[config.mk]
export PLATFORM = sky130hd
export DESIGN_NAME = dout_sig_serializer
export DESIGN_NICKNAME = d
export VERILOG_FILES = /design/src/rtl/dout_sig_pkg.sv /design/src/rtl/dout_sig_serializer_lane_sig.sv /design/src/rtl/dout_sig_serializer.sv
export SDC_FILE = /design/constraint.sdc
export NUM_CORES = 2
export LEC_CHECK = 0
export BUFFER_PORTS_ARGS = -buffer_cell sky130_fd_sc_hd__buf_4
export CORE_UTILIZATION = 45
export DETAILED_ROUTE_END_ITERATION = 8
export MAX_ROUTING_LAYER = met4
export PLACE_DENSITY_LB_ADDON = 0.1
export SLEW_MARGIN = 10
export SYNTH_ARGS = -nofsm -noshare
export SYNTH_HDL_FRONTEND = slang
export SYNTH_SLANG_ARGS = --single-unit
[constraint.sdc]
create_clock -name ap_clk -period 43.2 [get_ports ap_clk]
set_clock_uncertainty 0.1 [all_clocks]
set_input_delay 4.32 -clock ap_clk [delete_from_list [all_inputs] [get_ports ap_clk]]
set_output_delay 4.32 -clock ap_clk [all_outputs]
set_load 0.01 [all_outputs]
[src/rtl/dout_sig_pkg.sv]
// Shared constants, FSM state type and the per-lane rotate-XOR fold used by
// the D_out signature serializer.
package dout_sig_pkg;

    localparam int LANES  = 8;
    localparam int DW     = 32;
    localparam logic [3:0] HDR = 4'hA;

    localparam int NIB_TOTAL = LANES * DW / 4;
    localparam int NCNT_W    = $clog2(NIB_TOTAL);
    localparam int RIDX_W    = 4;

    typedef enum logic [1:0] {
        ST_IDLE,
        ST_HDR,
        ST_RIDX,
        ST_PAY
    } state_t;

    function automatic logic [DW-1:0] sig_fold(input logic [DW-1:0] sig,
                                               input logic [DW-1:0] word);
        return {sig[DW-2:0], sig[DW-1]} ^ word;
    endfunction

endpackage

[src/rtl/dout_sig_serializer_lane_sig.sv]
// One lane's live signature. sig_next already includes a word written this
// cycle, so the parent can capture it on the same edge that clears the lane.
module lane_sig
    import dout_sig_pkg::*;
(
    input  logic          clk,
    input  logic          rst_n,
    input  logic          write,
    input  logic [DW-1:0] din,
    input  logic          clear,
    output logic [DW-1:0] sig_next
);

    logic [DW-1:0] sig_q;
    logic [DW-1:0] sig_d;

    always_comb begin
        sig_next = write ? sig_fold(sig_q, din) : sig_q;
        sig_d    = clear ? '0 : sig_next;
    end

    always_ff @(posedge clk or negedge rst_n) begin
        if (!rst_n) begin
            sig_q <= '0;
        end else begin
            sig_q <= sig_d;
        end
    end

endmodule

[src/rtl/dout_sig_serializer.sv]
// Folds the kernel's output FIFO writes into per-lane signatures and, on each
// kernel_done, streams a framed nibble snapshot (HDR, run index, 64 nibbles).
module dout_sig_serializer
    import dout_sig_pkg::*;
(
    input  logic                  ap_clk,
    input  logic                  ap_rst_n,
    input  logic [LANES*DW-1:0]   lane_din,
    input  logic [LANES-1:0]      lane_write,
    input  logic                  kernel_done,
    output logic [3:0]            data_out,
    output logic                  data_valid,
    output logic                  busy,
    output logic                  probe_out
);

    localparam logic [NCNT_W-1:0] LAST_NIB = NCNT_W'(NIB_TOTAL - 1);

    // Reset asserts asynchronously, releases two clocks after ap_rst_n rises.
    logic [1:0] rst_sync_q;
    logic [1:0] rst_sync_d;
    logic       rst_n_int;

    assign rst_sync_d = {rst_sync_q[0], 1'b1};
    assign rst_n_int  = rst_sync_q[1];

    always_ff @(posedge ap_clk or negedge ap_rst_n) begin
        if (!ap_rst_n) begin
            rst_sync_q <= 2'b00;
        end else begin
            rst_sync_q <= rst_sync_d;
        end
    end

    logic [LANES*DW-1:0] cap_flat;

    for (genvar gi = 0; gi < LANES; gi++) begin : g_lane
        lane_sig u_lane_sig (
            .clk      (ap_clk),
            .rst_n    (rst_n_int),
            .write    (lane_write[gi]),
            .din      (lane_din[gi*DW +: DW]),
            .clear    (kernel_done),
            .sig_next (cap_flat[gi*DW +: DW])
        );
    end

    state_t              state_q, state_d;
    logic [NCNT_W-1:0]   cnt_q, cnt_d;
    logic [LANES*DW-1:0] shadow_q, shadow_d;
    logic [LANES*DW-1:0] hold_q, hold_d;
    logic [RIDX_W-1:0]   shadow_ridx_q, shadow_ridx_d;
    logic [RIDX_W-1:0]   hold_ridx_q, hold_ridx_d;
    logic [RIDX_W-1:0]   run_idx_q, run_idx_d;
    logic                pending_q, pending_d;
    logic                ovf_q, ovf_d;
    logic [3:0]          data_out_q, data_out_d;
    logic                valid_q, valid_d;
    logic                busy_q, busy_d;
    logic                consume;
    logic                start_direct;
    logic [7:0]          bit_idx;

    always_comb begin
        state_d       = state_q;
        cnt_d         = cnt_q;
        shadow_d      = shadow_q;
        shadow_ridx_d = shadow_ridx_q;
        hold_d        = hold_q;
        hold_ridx_d   = hold_ridx_q;
        run_idx_d     = run_idx_q;
        pending_d     = pending_q;
        ovf_d         = ovf_q;

        consume      = (state_q == ST_IDLE) && pending_q;
        start_direct = (state_q == ST_IDLE) && !pending_q && kernel_done;

        case (state_q)
            ST_IDLE: begin
                if (pending_q) begin
                    shadow_d      = hold_q;
                    shadow_ridx_d = hold_ridx_q;
                    pending_d     = 1'b0;
                    state_d       = ST_HDR;
                end else if (kernel_done) begin
                    shadow_d      = cap_flat;
                    shadow_ridx_d = run_idx_q;
                    run_idx_d     = run_idx_q + 4'd1;
                    state_d       = ST_HDR;
                end
            end
            ST_HDR: begin
                state_d = ST_RIDX;
            end
            ST_RIDX: begin
                cnt_d   = '0;
                state_d = ST_PAY;
            end
            ST_PAY: begin
                if (cnt_q == LAST_NIB) begin
                    state_d = ST_IDLE;
                end else begin
                    cnt_d = cnt_q + 1'b1;
                end
            end
            default: state_d = ST_IDLE;
        endcase

        // Runs finishing while a frame is out go to the one-deep hold bank;
        // a full hold bank that is not being drained this cycle drops the run.
        if (kernel_done && !start_direct) begin
            if (pending_q && !consume) begin
                ovf_d = 1'b1;
            end else begin
                hold_d      = cap_flat;
                hold_ridx_d = run_idx_q;
                pending_d   = 1'b1;
                run_idx_d   = run_idx_q + 4'd1;
            end
        end
    end

    // Outputs are registered from next-state so each nibble appears the cycle
    // after the state that selects it is decided.
    always_comb begin
        bit_idx    = {cnt_d[5:3], 5'b0} + {3'b0, ~cnt_d[2:0], 2'b0};
        valid_d    = (state_d != ST_IDLE);
        busy_d     = (state_d != ST_IDLE);
        data_out_d = 4'h0;
        case (state_d)
            ST_HDR:  data_out_d = HDR;
            ST_RIDX: data_out_d = shadow_ridx_d;
            ST_PAY:  data_out_d = shadow_d[bit_idx +: 4];
            default: data_out_d = 4'h0;
        endcase
    end

    always_ff @(posedge ap_clk or negedge rst_n_int) begin
        if (!rst_n_int) begin
            state_q       <= ST_IDLE;
            cnt_q         <= '0;
            shadow_q      <= '0;
            hold_q        <= '0;
            shadow_ridx_q <= '0;
            hold_ridx_q   <= '0;
            run_idx_q     <= '0;
            pending_q     <= 1'b0;
            ovf_q         <= 1'b0;
            data_out_q    <= 4'h0;
            valid_q       <= 1'b0;
            busy_q        <= 1'b0;
        end else begin
            state_q       <= state_d;
            cnt_q         <= cnt_d;
            shadow_q      <= shadow_d;
            hold_q        <= hold_d;
            shadow_ridx_q <= shadow_ridx_d;
            hold_ridx_q   <= hold_ridx_d;
            run_idx_q     <= run_idx_d;
            pending_q     <= pending_d;
            ovf_q         <= ovf_d;
            data_out_q    <= data_out_d;
            valid_q       <= valid_d;
            busy_q        <= busy_d;
        end
    end

    assign data_out   = data_out_q;
    assign data_valid = valid_q;
    assign busy       = busy_q;
    assign probe_out  = ovf_q;

endmodule
; ---- Word level (Yosys, flattened, before mapping)
; Index checks and enable logic that the tools add are counted.
[totals]
reg_bits = 797
input_bits = 267
output_inout_bits = 7
elab_cells = 90
[op_classes]
add_sub_neg = 3
eq_ne = 7
n_shift = 1
n_mux = 37
n_bitwise = 10
n_reduce_logical = 12
[ops]
columns = op, count
row1 = 256-bit two-way mux, 3
row2 = 32-bit two-way mux, 16
row3 = 256-bit by 9-bit indexed part select with 4-bit output, 1
row4 = 32-bit XOR, 8
row5 = 4-bit two-way mux, 8
row6 = 4-bit case mux with 3 select lines, 1
row7 = 6-bit case mux with 2 select lines, 1
row8 = 8-bit by 5-bit adder with 8-bit output, 1
row9 = 2-bit == test (second input constant), 4
row10 = 2-bit case mux with 4 select lines, 1
row11 = 6-bit by 1-bit adder with 6-bit output (second input constant), 1
row12 = 6-bit == test (second input constant), 1
row13 = 2-bit two-way mux, 3
row14 = 6-bit two-way mux, 1
row15 = 1-bit logical AND, 5
row16 = 4-bit by 1-bit adder with 4-bit output (second input constant), 1
row17 = 2-bit by 1-bit == test with 1-bit output (second input constant), 2
row18 = 2-bit AND reduction, 2
row19 = 1-bit logical NOT, 3
row20 = 1-bit two-way mux, 3
row21 = 3-bit inverter, 1
row22 = 2-bit logical NOT, 1
row23 = 2-bit nonzero test, 1
row24 = 1-bit inverter, 1

; ---- Longest topological paths before layout
[depth]
ltp_word = 7
ltp_mapped = 14
depth_no_buf = 11

; ---- By module
; From an unflattened synthesis, not the netlist that was laid out.
[hier_totals]
cells_unflattened = 3538
area_unflattened_um2 = 38154.1
[modules_own_cells]
columns = module, instances, cells_each, area_each_um2, seq_area_each_um2
row1 = dout_sig_serializer, 1, 2146, 24170.7, 13538.0
row2 = lane_sig, 8, 174, 1747.9, 800.8

; ---- Worst setup path before layout
; No wires, ideal clock.
[synth_timing]
path_kind = in2reg
start = input kernel_done
end = register data_out_q[0], in the netlist data_out[0]
setup_time_ps = 71
t_arrival_ps = 6166
required_time_ps = 43029
setup_slack_ps = 36864
path_stages = 10
n_path_buf = 3
path_cell_list = or4b_1 buf_6 buf_6 buf_4 o211ai_1 o211ai_1 nand4_1 o22ai_1 or4_1 nand4_1
[synth_between]
elab_chain_cells = 5
word_cells_on_any_way = 14
classes_between = 3 x eq/ne / 1 x shift / 10 x mux
[synth_rtl]
columns = element, line
row1 = "start, declared", dout_sig_serializer.sv:10  ; input logic kernel_done,
row2 = 256-bit two-way mux or 2-bit two-way mux (tied branches), dout_sig_serializer.sv:85  ; end else if (kernel_done) begin
row3 = 256-bit two-way mux or 2-bit two-way mux (tied branches), dout_sig_serializer.sv:80  ; if (pending_q) begin
row4 = 256-bit two-way mux or 2-bit case mux with 4 select lines (tied branches), dout_sig_serializer.sv:78  ; case (state_q)
row5 = 256-bit by 9-bit indexed part select with 4-bit output (tied with other cells), dout_sig_serializer.sv:133  ; ST_PAY: data_out_d = shadow_d[bit_idx +: 4];
row6 = 4-bit case mux with 3 select lines (*), dout_sig_serializer.sv:130  ; case (state_d)
row7 = via data_out_d[0], dout_sig_serializer.sv:57  ; logic [3:0] data_out_q, data_out_d;
row8 = "end signal, assigned", dout_sig_serializer.sv:162  ; data_out_q <= data_out_d;
row9 = "end, declared", dout_sig_serializer.sv:57
; The timed path passes the listed nets; every way through them passes the cells marked *.
; A chain may end at the register's enable or synchronous reset.

; ---- Worst setup path after layout
[layout_timing]
start = input kernel_done
end = register data_out_q[2], in the netlist data_out[2]
[layout_between]
elab_chain_cells = 5
word_cells_on_any_way = 14
classes_between = 3 x eq/ne / 1 x shift / 10 x mux
[layout_rtl]
columns = element, line
row1 = 256-bit two-way mux, dout_sig_serializer.sv:85
row2 = 256-bit two-way mux, dout_sig_serializer.sv:80
row3 = 256-bit two-way mux, dout_sig_serializer.sv:78
row4 = via shadow_d[122], dout_sig_serializer.sv:50  ; logic [LANES*DW-1:0] shadow_q, shadow_d;
row5 = 256-bit by 9-bit indexed part select with 4-bit output, dout_sig_serializer.sv:133
row6 = 4-bit case mux with 3 select lines, dout_sig_serializer.sv:130
row7 = via data_out_d[2], dout_sig_serializer.sv:57
; The timed path passes the listed nets, and every way through them passes these cells.

==> reports/qor.csv <==
metric;value;unit
drc;0;
worst_pin_slew;1240;ps
yosys_warnings;0;
tns;0;ps
clock_path_buffers;3;
max-cap-violations;0;
cts_root_buf;clkbuf_16;
viasPerCell;5.59;
critPathCaptureType;flip-flop;
maxSlewHeadroom;17.2;%
fin_crit_sh;19.2;%
cts_tree;done;
syn2layout_area_growth;15.5;%
track_usage;25.7;%
core_area;77500;sq um
rsz0062_at_grt;false;
critical-path-max-stage-delay;940;ps
antenna_found_initial;0;
min_path_type;reg -> reg;
holdCritStartpoint;rst_sync_q[0];
drt_pass1_iterations;6;
worst_ep_required_time;43600;ps
fin_nets;4005;
fmax;0.120;GHz
r2r_start;state_q[1];
place.gp.congestion;0.841;
diodes;0;
setup_viol;0;
cts_num_sinks;797;
drtIter0Drc;2335;
yosysUniqueCellTypes;71;
dpl.hpwl;63900;um
drt-total-wl;99200;um
antenna_left;0;
async_reset_ff_share;100;%
clk_pin_slew_worst_paths;60;ps
drv_slew;0;
syn_area_per_cell;9.85;sq um
cp-startpoint;kernel_done;
synth_nets;3850;
fin_area;40700;sq um
h-tree-depth;3;
die_w;282;um
wire_per_inst;20.5;um
port_buffers;273;
synth_area;35300;sq um
hold_buffers;0;
critPathArrivalTime;8700;ps
ys.flop_type;dfrtp_1;
crit_top_cell;mux2i_1;
grt_pass1_vias;26627;
critical_path_class;in -> reg;
dieArea;79500;sq um
slowest_stage;o21ai_4;
status;finished clean;
place_area;37900;sq um
startpoint_type;input port;
grt_max_degree;193;
grt_pass1_wl;154000;um
die_h;282;um
cp_max_fo;93;
vdd_ir_drop_max;0.0000306;V
initial_core_util;45.6;%
final.min_clock_period;8300;ps
drive_gt1_share;13.3;%
num_rows;102;
syn_inst;3581;
post_cts_resize_count;0;
utilization;52.6;%
post_cts_buffers;0;
grt_overflow;0;
yosysSeqAreaShare;56.5;%
synth_edf_count;0;
vias;27074;
placedCellCount;4687;
synth-seq-cells;797;
whs;254;ps
finalHoldViolCount;0;
p_leak;0.0186;uW
insertion_delay;650;ps
layout.cells.non_filler;4844;
ios;274;
numCtsBuffers;87;
cp_cell_sequence;clkbuf_8 > o21ai_4 > buf_4 > buf_4 > a221oi_1 > mux2i_1 > mux2i_1 > mux2i_1 > o22ai_1 > a311oi_1 > o41ai_1;
p_per_area;42.6;nW/um^2
cell usage after synthesis, drive strengths merged, types with 12 or more instances:
cell    instances  area share [%]
dfrtp         797              57
o21ai         672             9.5
nand2         526             5.6
nor2          358             3.9
xnor2         227             5.6
a22oi         188             4.0
clkbuf        167             1.8
buf           104             1.8
o211ai        100             2.1
mux2i          62             1.8
a21oi          49            0.69
o22ai          45            0.80
inv            40            0.44
xor2           32            0.79
a221oi         31            0.77
nand3          29            0.41
nand4          15            0.27
mux2           12            0.38
power breakdown:
part,switching (uW),internal [uW],total [uW]
combinational,99.2,66.7,166
clock,301,435,736
sequential,33.0,801,834
critical path: cells and delay by family:
kind	cells	cell delay [ps]
multiplexers	3	450
buffers and inverters	3	1830
AO/OA/AOI/OAI	5	1970
metal layers:
layer | wire length (um) | GRT usage, % | vias to the layer above | share of wire (%)
li1 | - | - | 12756 | -
met1 | 44100 | 34.7 | 13459 | 44
met2 | 48400 | 41.1 | 711 | 49
met3 | 4070 | 2.71 | 148 | 4.1
met4 | 2730 | 7.80 | 0 | 2.8
met5 | 0 | - | - | 0
cell families (layout without fill, tap and decap cells):
kind of cell             Yosys count  count (layout)  synth area share [%]
AO/OA/AOI/OAI                   1160            1160                  19.8
XOR/XNOR                         259             259                  6.43
adder cells (fa/ha/maj)            2               2                0.0709
buffers and inverters            313             536                  4.06
flip-flops                       797             797                  56.5
multiplexers                      74              74                  2.14
other                              1               1                0.0106
AND/OR/NAND/NOR                  975             975                  11.0
path summary, 6_finish.rpt:
check	end	slack (ps)	cells past startpoint
max reg2reg	data_out[0]	38150	11
max in group asynchronous	shadow_q[195]	39400	3
max	data_out[2]	34900	11
min in group asynchronous	hold_q[160]	350	0
min	rst_sync_q[1]	250	0
min reg2reg	rst_sync_q[1]	250	0
stage by stage:
stage	setup slack [ps]	power (uW)
2_1_floorplan	19240	941
3_3_place_gp	34450	1010
3_5_place_dp	34270	1020
4_1_cts	34930	1760
5_1_grt	34590	1810
6_report	34900	1740
sequential cells by signal, indices dropped and copies added, names as in the netlist:
signal	flops
busy	1
cnt_q	6
data_out	4
g_lane.u_lane_sig.sig_q	256
hold_q	256
hold_ridx_q	4
pending_q	1
probe_out	1
rst_sync_q	2
run_idx_q	4
shadow_q	256
shadow_ridx_q	4
state_q	2
cell usage in the layout, fill, tap and decap left out, drive strengths merged, types with 12 or more instances in the layout:
master / n
clkinv: 19
clkbuf: 133
a221oi: 31
mux2i: 62
nand2: 526
dfrtp: 797
nand3: 29
a22oi: 188
o22ai: 45
mux2: 12
nand4: 15
a21oi: 49
xnor2: 227
buf: 336
nor2: 358
o21ai: 672
o211ai: 100
xor2: 32
inv: 43
cell type report:
| type | count | area (sq um) |
|---|---|---|
| Inverter | 42 | 163 |
| Clock buffer | 132 | 2580 |
| Multi-Input combinational cell | 2471 | 13900 |
| Tap cell | 1040 | 1300 |
| Timing Repair Buffer | 337 | 2560 |
| Sequential cell | 797 | 19900 |
| Clock inverter | 25 | 239 |
| Fill cell | 6907 | 36700 |
Note: power is estimated with default switching activity, not from simulation.
